### src/rtl/pe_ctx_sequencer.sv
// Per-PE context sequencer: stores DEPTH instruction words and replays them to the PE.
// Optional abort input is enabled by defining PE_SEQ_ABORT_EN.
module pe_ctx_sequencer #(
  parameter int INST_W = 48,
  parameter int DEPTH  = 16,
  parameter int AW     = 4,
  parameter int ITW    = 16
) (
  input  logic              clk,
  input  logic              rst,
  input  logic              cfg_we,
  input  logic [AW-1:0]     cfg_addr,
  input  logic [INST_W-1:0] cfg_data,
  input  logic              start,
  input  logic [AW:0]       ctx_len,
  input  logic [ITW-1:0]    iter_num,
  input  logic              stall,
  output logic [INST_W-1:0] inst,
  output logic              inst_valid,
  output logic [AW-1:0]     pc,
  output logic              busy,
  output logic              done,
  output logic              cfg_err
`ifdef PE_SEQ_ABORT_EN
  ,
  input  logic              abort
`endif
);

  localparam logic [AW:0] DEPTH_L = (AW+1)'(DEPTH);

  typedef enum logic [1:0] {S_IDLE, S_RUN, S_DONE} state_t;

  state_t              state, state_nxt;
  logic [INST_W-1:0]   mem [DEPTH];
  logic [AW:0]         len;
  logic [ITW-1:0]      iter, iter_eff;
  logic [AW:0]         start_len;
  logic [ITW-1:0]      start_iter;
  logic [AW-1:0]       pc_inc;
  logic                last_ctx, last_iter;
  logic                abort_i;

`ifdef PE_SEQ_ABORT_EN
  assign abort_i = abort;
`else
  assign abort_i = 1'b0;
`endif

  // Launch parameters are clamped once, at the start pulse
  assign start_len  = (ctx_len > DEPTH_L) ? DEPTH_L : ctx_len;
  assign start_iter = (iter_num == '0) ? ITW'(1) : iter_num;
  assign pc_inc     = pc + AW'(1);
  assign last_ctx   = (({1'b0, pc} + (AW+1)'(1)) == len);
  assign last_iter  = (iter == iter_eff);

  always_ff @(posedge clk or negedge rst) begin
    if (!rst) state <= S_IDLE;
    else      state <= state_nxt;
  end

  always_comb begin
    state_nxt = state;
    case (state)
      S_IDLE: begin
        if (start) state_nxt = (start_len == '0) ? S_DONE : S_RUN;
      end
      S_RUN: begin
        if (abort_i)                              state_nxt = S_DONE;
        else if (!stall && last_ctx && last_iter) state_nxt = S_DONE;
      end
      S_DONE:  state_nxt = S_IDLE;
      default: state_nxt = S_IDLE;
    endcase
  end

  always_comb begin
    busy       = (state == S_RUN);
    inst_valid = (state == S_RUN);
    done       = (state == S_DONE);
  end

  // Context memory keeps its contents across reset
  always_ff @(posedge clk) begin
    if (cfg_we && !busy) mem[cfg_addr] <= cfg_data;
  end

  always_ff @(posedge clk or negedge rst) begin
    if (!rst) cfg_err <= 1'b0;
    else if (cfg_we && busy) cfg_err <= 1'b1;
  end

  // Issue datapath: inst always reflects mem[pc] while RUN, zero otherwise
  always_ff @(posedge clk or negedge rst) begin
    if (!rst) begin
      inst     <= '0;
      pc       <= '0;
      iter     <= '0;
      len      <= '0;
      iter_eff <= '0;
    end else begin
      case (state)
        S_IDLE: begin
          if (start && (start_len != '0)) begin
            pc       <= '0;
            iter     <= ITW'(1);
            len      <= start_len;
            iter_eff <= start_iter;
            inst     <= mem[0];
          end
        end
        S_RUN: begin
          if (abort_i) begin
            inst <= '0;
            pc   <= '0;
          end else if (!stall) begin
            if (!last_ctx) begin
              pc   <= pc_inc;
              inst <= mem[pc_inc];
            end else if (!last_iter) begin
              pc   <= '0;
              iter <= iter + ITW'(1);
              inst <= mem[0];
            end else begin
              pc   <= '0;
              inst <= '0;
            end
          end
        end
        default: inst <= '0;
      endcase
    end
  end

endmodule

### config.mk
export PLATFORM = sky130hd
export DESIGN_NAME = pe_ctx_sequencer
export DESIGN_NICKNAME = d
export VERILOG_FILES = /design/src/rtl/pe_ctx_sequencer.sv
export SDC_FILE = /design/constraint.sdc
export NUM_CORES = 1
export LEC_CHECK = 0
export CAP_MARGIN = 20
export CORE_ASPECT_RATIO = 0.6
export CORE_MARGIN = 4
export CORE_UTILIZATION = 65
export CTS_BUF_LIST = sky130_fd_sc_hd__clkbuf_16
export DETAILED_ROUTE_END_ITERATION = 8
export PLACE_DENSITY = 0.89
export SETUP_SLACK_MARGIN = 0.15
export SLEW_MARGIN = 25
export SYNTH_ARGS = -nofsm -noshare
export SYNTH_HDL_FRONTEND = slang
export SYNTH_SLANG_ARGS = --single-unit
### constraint.sdc
create_clock -name clk -period 8.05 [get_ports clk]
set_input_delay 1.61 -clock clk [delete_from_list [all_inputs] [get_ports clk]]
set_output_delay 1.61 -clock clk [all_outputs]
set_load 0.02 [all_outputs]
==> After elaboration in Yosys (flattened, before gate mapping) <==
Memory sizes are Yosys's and may differ from the RTL's.
Cells that the tools add are included.
{ "totals": {"latch_bits": 0, "input_bits": 78, "ff_bits": 92, "output_inout_bits": 56, "rom_bits": 0, "wordCells": 61, "mem_bits_rw": 768, "mem_count": 1} }
{ "memory_table": {"columns": ["memory", "depth", "word_bits", "rd", "rd_clocked_by_memory_dff", "write_ports", "line", "source"], "rows": [
  ["mem", 16, 48, 2, 0, 1, "35", "logic [INST_W-1:0] mem [DEPTH];"]
]} }
{ "classes": {"bitwise": 0, "muxes": 22, "n_lt_le_gt_ge": 1, "reduce_logical": 17, "mul": 0, "eq_ne": 10, "shifts": 0, "div_mod_pow": 0, "addsub": 3} }
{ "ops": {"columns": ["operator", "n"], "rows": [
  ["48-bit two-way mux", 4],
  ["48-bit one-hot mux with 2 select lines", 1],
  ["16-bit two-way mux", 5],
  ["16-bit one-hot mux with 2 select lines", 1],
  ["16-bit by 1-bit adder with 16-bit output (second input constant)", 1],
  ["16-bit == test", 1],
  ["16-bit logical NOT", 1],
  ["4-bit two-way mux", 3],
  ["2-bit != test (second input constant)", 4],
  ["4-bit one-hot mux with 2 select lines", 1],
  ["2-bit two-way mux", 3],
  ["2-bit AND reduction", 3],
  ["4-bit by 1-bit adder with 5-bit output (second input constant)", 1],
  ["5-bit == test", 1],
  ["5-bit greater-than comparator (second input constant)", 1],
  ["1-bit logical AND", 5],
  ["5-bit logical NOT", 1],
  ["5-bit two-way mux", 1],
  ["5-bit AND reduction", 1],
  ["5-bit nonzero test", 1],
  ["4-bit by 1-bit adder with 4-bit output (second input constant)", 1],
  ["2-bit by 1-bit != test with 1-bit output (second input constant)", 2],
  ["2-bit one-hot mux with 2 select lines", 1],
  ["3-bit AND reduction", 1],
  ["other kinds (6)", 8]
]} }

==> Logic depth before layout (Yosys ltp) <==
{ "depth": {"ltp_word": 6, "ltp_mapped": 11} }

==> Worst setup path before layout <==
OpenSTA, ideal clock, no wires.
{ "synth_timing": {"path_type": "input -> register", "start": "in cfg_addr[1]", "end": "mem mem[0][0] (enable)", "arrival_time_ns": 5.323, "setup_ns": 0.513, "setup_slack_ns": 2.214, "path_buffers": 0, "cell_stages": 2, "cell_sequence": "or3_1 nor3_1"} }
{ "synth_lines": {"columns": ["item", "line", "source"], "rows": [
  ["from (decl)", "12", "input logic [AW-1:0] cfg_addr,"],
  ["to (decl)", "35", null]
]} }
No word-level cell before the write port.

==> Final worst setup path <==
{ "layout_timing": {"start": "in ctx_len[2]", "end": "reg inst[1]"} }
{ "layout_between": {"elab_chain_len": 6} }
{ "layout_lines": {"columns": ["item", "line", "source"], "rows": [
  ["from (decl)", "15", "input logic [AW:0] ctx_len,"],
  ["5-bit greater-than comparator", "51", "assign start_len = (ctx_len > DEPTH_L) ? DEPTH_L : ctx_len;"],
  ["5-bit two-way mux *", "51", null],
  ["5-bit nonzero test *", "104", "if (start && (start_len != '0)) begin"],
  ["1-bit logical AND *", "104", null],
  ["2-bit != test (no source line) *", null, null],
  ["2-bit AND reduction (no source line) *", null, null],
  ["to (signal assigned)", "109", "inst <= mem[0];"],
  ["to (signal assigned)", "119", "inst <= mem[pc_inc];"],
  ["to (signal assigned)", "123", "inst <= mem[0];"],
  ["to (decl)", "18", "output logic [INST_W-1:0] inst,"]
]} }
Mark *: on every way between the ends. The rest lies on a longest branch, timed or not.
A chain may end at the register's enable or synchronous reset.

==> impl_results.md <==
* Required time reported for the critical path endpoint at between 8 and 9 ns
* Final-report hold violation count at 0
* Synthesized netlist cell count at between 1500 and 2000
* Total of endpoints with negative setup slack in the final report at 0
* Clk slew on worst S/H paths at about 0.07 ns
* Critical path startpoint category: primary input
* Highest-delay cell along the critical path: buf_4
* Aggregate routed wire length at about 80000 um
* Number of global-route vias before repair at about 18000
* Result of the run: finished clean
* Detailed-route via count at 17900
* Clock tree from TritonCTS: yes
* Clock latency at the later pin of the worst-skew pair at 0.61 ns
* Gpl congestion at between 0.8 and 0.9
* Filler cells at about 2700
* Cell-by-cell trace of the critical path: clkdlybuf4s50_1 > nor4_1 > and2_1 > a21oi_1 > nor2_4 > buf_4 > or2_2 > buf_4 > o211ai_1
* Number of buffers inserted during clock tree synthesis at 73
* Main flop type after synthesis: edfxtp_1
* Setup repair after global routing missed its margin: false
* Ratio of cells with drive above 1 in the final layout at 0.204
* Commonest cells in the netlist: edfxtp_1, nand2_1, mux4_2
* Detailed-routing iteration count for the pre-antenna-repair pass at 6
* Core outline area at between 50000 and 60000 sq um
* Path type of the worst min-delay path: reg2reg
* Layout-stage area growth over the synthesis result at 13.3%
* Total Negative Setup Slacks at 0 ns
* Unique masters post-synth at 51
* Library cell occupying the most area in the post-synthesis netlist: edfxtp_1
* Worst VDD drop at roughly 0.35 mV
* Setup Fix Bufs, Post-CTS at 0
* Final critical-path share of the clock period at 0.546
* Worst rel slew slack at 0.300
* CP peak stage delay at ~0.67 ns
* Post-placement worst setup slack at about 3.2 ns
* Maximum level of the CTS H-tree at 3
* Path type of the worst setup path: in2reg
* Number of placed I/O pins at 134
* Overall Global Routing Usage at 0.292
* Root Driver: clkbuf_16
* Least setup slack across all paths after layout at 3.66 ns
* Die Outline Area at roughly 56000 sq um
* Post-detailed-placement half-perimeter wirelength at between 30000 and 40000 um
* Total gr overflow at 0
* Static leakage at between 0.01 and 0.015 uW
* DR DRC count at 0
* Yosys reg bits at 860
* Synthesized area per cell at between 15 and 20 sq um
* Violation count after the first detailed-route iteration at approximately 2200
* Power density over the cells at 341 nW/um^2
* Slew at the pin closest to its max-slew limit at approximately 1.1 ns
* Post-route minimum period at roughly 4.4 ns
* Remaining antenna violation count after routing at 0
* Fraction of the yosys area taken by sequential cells at 0.754
* Top cell family by delay on the critical path: buffers and inverters
* Number of buffers between clock root and the deepest sink at 3
* Maximum number of pins on one net before global-route repair at 159
* Mean routed wirelength per cell at ~30 um
* Crit path max fanout at 50
* Synth warnings at 0
* PortBufs at about 130
* CTS sink cnt at 860
* Vias/cell at a little under 7
* Starting Density at 0.658
* Synth top area cells: edfxtp_1, mux4_2, dfrtp_1
* Most frequent cell on the critical path: buf_4
* Most common cell in the netlist: edfxtp_1
* Slew Viols, Final at 0
* Top-area cell type share of the netlist area at 0.686
* Number of buffers inserted by hold repair at cts at 0
* Count of max-cap constraint violations at 0
* Post-Synthesis Cell Area at between 30000 and 40000 sq um
* EDFF count, synth at roughly 770
* Post-synth net total at approximately 1800
* Kind of capture point of the worst setup path: register
* Worst Clk Skew at around 0.018 ns
* Maximum achievable frequency at roughly 230 MHz
* Die Wd at 302 um
* Data arrival time of the worst path at a little under 5 ns
* Buffers & Inverters on Critical Path at 3
* Number of core rows at 64
* Height of the die at approximately 180 um
* Count of cells resized by post-cts repair at 0
* Antenna violations before repair at 4
* Share of async-settable or async-resettable flops after synthesis at 0.107
* Net total in the final layout at between 1500 and 2000
* First-pass GRT wire length at around 120000 um
-- report_power, final --
part	leakage [uW]	internal [uW]	switching, uW	total, uW
combinational	0.00347	2100	2220	4320
clock	0.00117	1790	1560	3350
sequential	0.00805	5070	254	5330
total	0.0127	8970	4030	13000
-- sequential cells by signal (all words and copies together) (netlist names) --
register and flops:
mem 768, inst 48, iter 16, iter_eff 16
len 5, pc 4, state 2, cfg_err 1
-- final cells by class --
type | instances | area (sq um) | area share
antenna | 5 | 12.5 | 0.000328
clock buffer | 75 | 1880 | 0.0492
clock inverter | 59 | 349 | 0.00916
inverter | 4 | 15.0 | 0.000394
multi-input combinational | 770 | 8000 | 0.210
sequential | 860 | 25400 | 0.666
tap | 693 | 867 | 0.0227
timing repair buffer | 164 | 1630 | 0.0426
-- worst register-to-register path: stages (launching register included) --
cell and delay [ns]:
dfrtp_4 0.71, ha_4 0.31, xnor2_2 0.25, buf_4 0.82
buf_4 0.87, mux2_2 0.46, o21ai_0 0.23, o211ai_1 0.17
-- worst paths after layout --
path,start,end,slack [ns],cells after the start
max,ctx_len[2],inst[1]$_DFFE_PN0P_,3.66,9
min,cfg_err$_DFFE_PN0P_,cfg_err$_DFFE_PN0P_,0.49,1
max reg2reg,pc[0]$_DFFE_PN0P_,inst[1]$_DFFE_PN0P_,4.09,7
min reg2reg,cfg_err$_DFFE_PN0P_,cfg_err$_DFFE_PN0P_,0.49,1
max in group asynchronous,rst,pc[0]$_DFFE_PN0P_,5.95,2
min in group asynchronous,rst,inst[1]$_DFFE_PN0P_,0.94,1
-- layer usage --
| layer | up-vias | wire length, um | track usage |
|---|---|---|---|
| li1 | 7252 | - | - |
| met1 | 9214 | 28800 | 0.410 |
| met2 | 1249 | 39800 | 0.475 |
| met3 | 218 | 8010 | 0.0550 |
| met4 | 0 | 3050 | 0.101 |
| met5 | - | 0 | 0 |
-- cells in the final DEF (no fill, tap or decap), types with 3 or more instances in the layout --
cell type / n
dfrtp_1: 91
nor3_1: 6
nor2_4: 13
o31ai_1: 6
nand4_1: 8
edfxtp_1: 768
nor4_1: 9
mux2i_1: 47
nand2b_1: 5
o21ai_0: 57
o21ai_1: 4
a21oi_1: 14
or3_1: 4
o211ai_1: 48
nand3b_1: 4
nor2_1: 14
buf_4: 26
and3_1: 4
bufinv_16: 3
mux4_2: 193
nor3_2: 4
mux2_2: 47
buf_6: 3
clkinv_2: 11
clkbuf_16: 75
inv_6: 3
xor2_1: 18
or4_1: 5
clkdlybuf4s50_1: 132
clkinv_1: 17
nand3_1: 6
nand2_1: 223
diode_2: 5
inv_1: 26
-- metrics by stage --
stage | utilization | hold WS [ns] | total power [uW] | instances | cell area, sq um
global route | 0.746 | 0.516 | 13500 | 2626 | 38100
detailed placement | 0.701 | 0.470 | 9590 | 2489 | 35800
floorplan | - | 0.459 | 8400 | 1727 | 33600
global placement | 0.701 | 0.439 | 9410 | 2489 | 35800
finish | 0.746 | 0.485 | 13000 | 2630 | 38100
CTS | 0.745 | 0.490 | 13000 | 2623 | 38000
-- cells by family (layout without fill, tap and decap cells) --
| family | after synthesis | after routing | synth area share |
|---|---|---|---|
| AO/OA/AOI/OAI | 144 | 144 | 0.0272 |
| buffers and inverters | 97 | 302 | 0.0129 |
| other | 0 | 5 | 0 |
| adder cells (fa/ha/maj) | 2 | 2 | 0.000744 |
| multiplexers | 287 | 287 | 0.159 |
| flip-flops | 860 | 860 | 0.754 |
| XOR/XNOR | 22 | 22 | 0.00614 |
| AND/OR/NAND/NOR | 315 | 315 | 0.0401 |
Power figures use the tool's default switching activity.
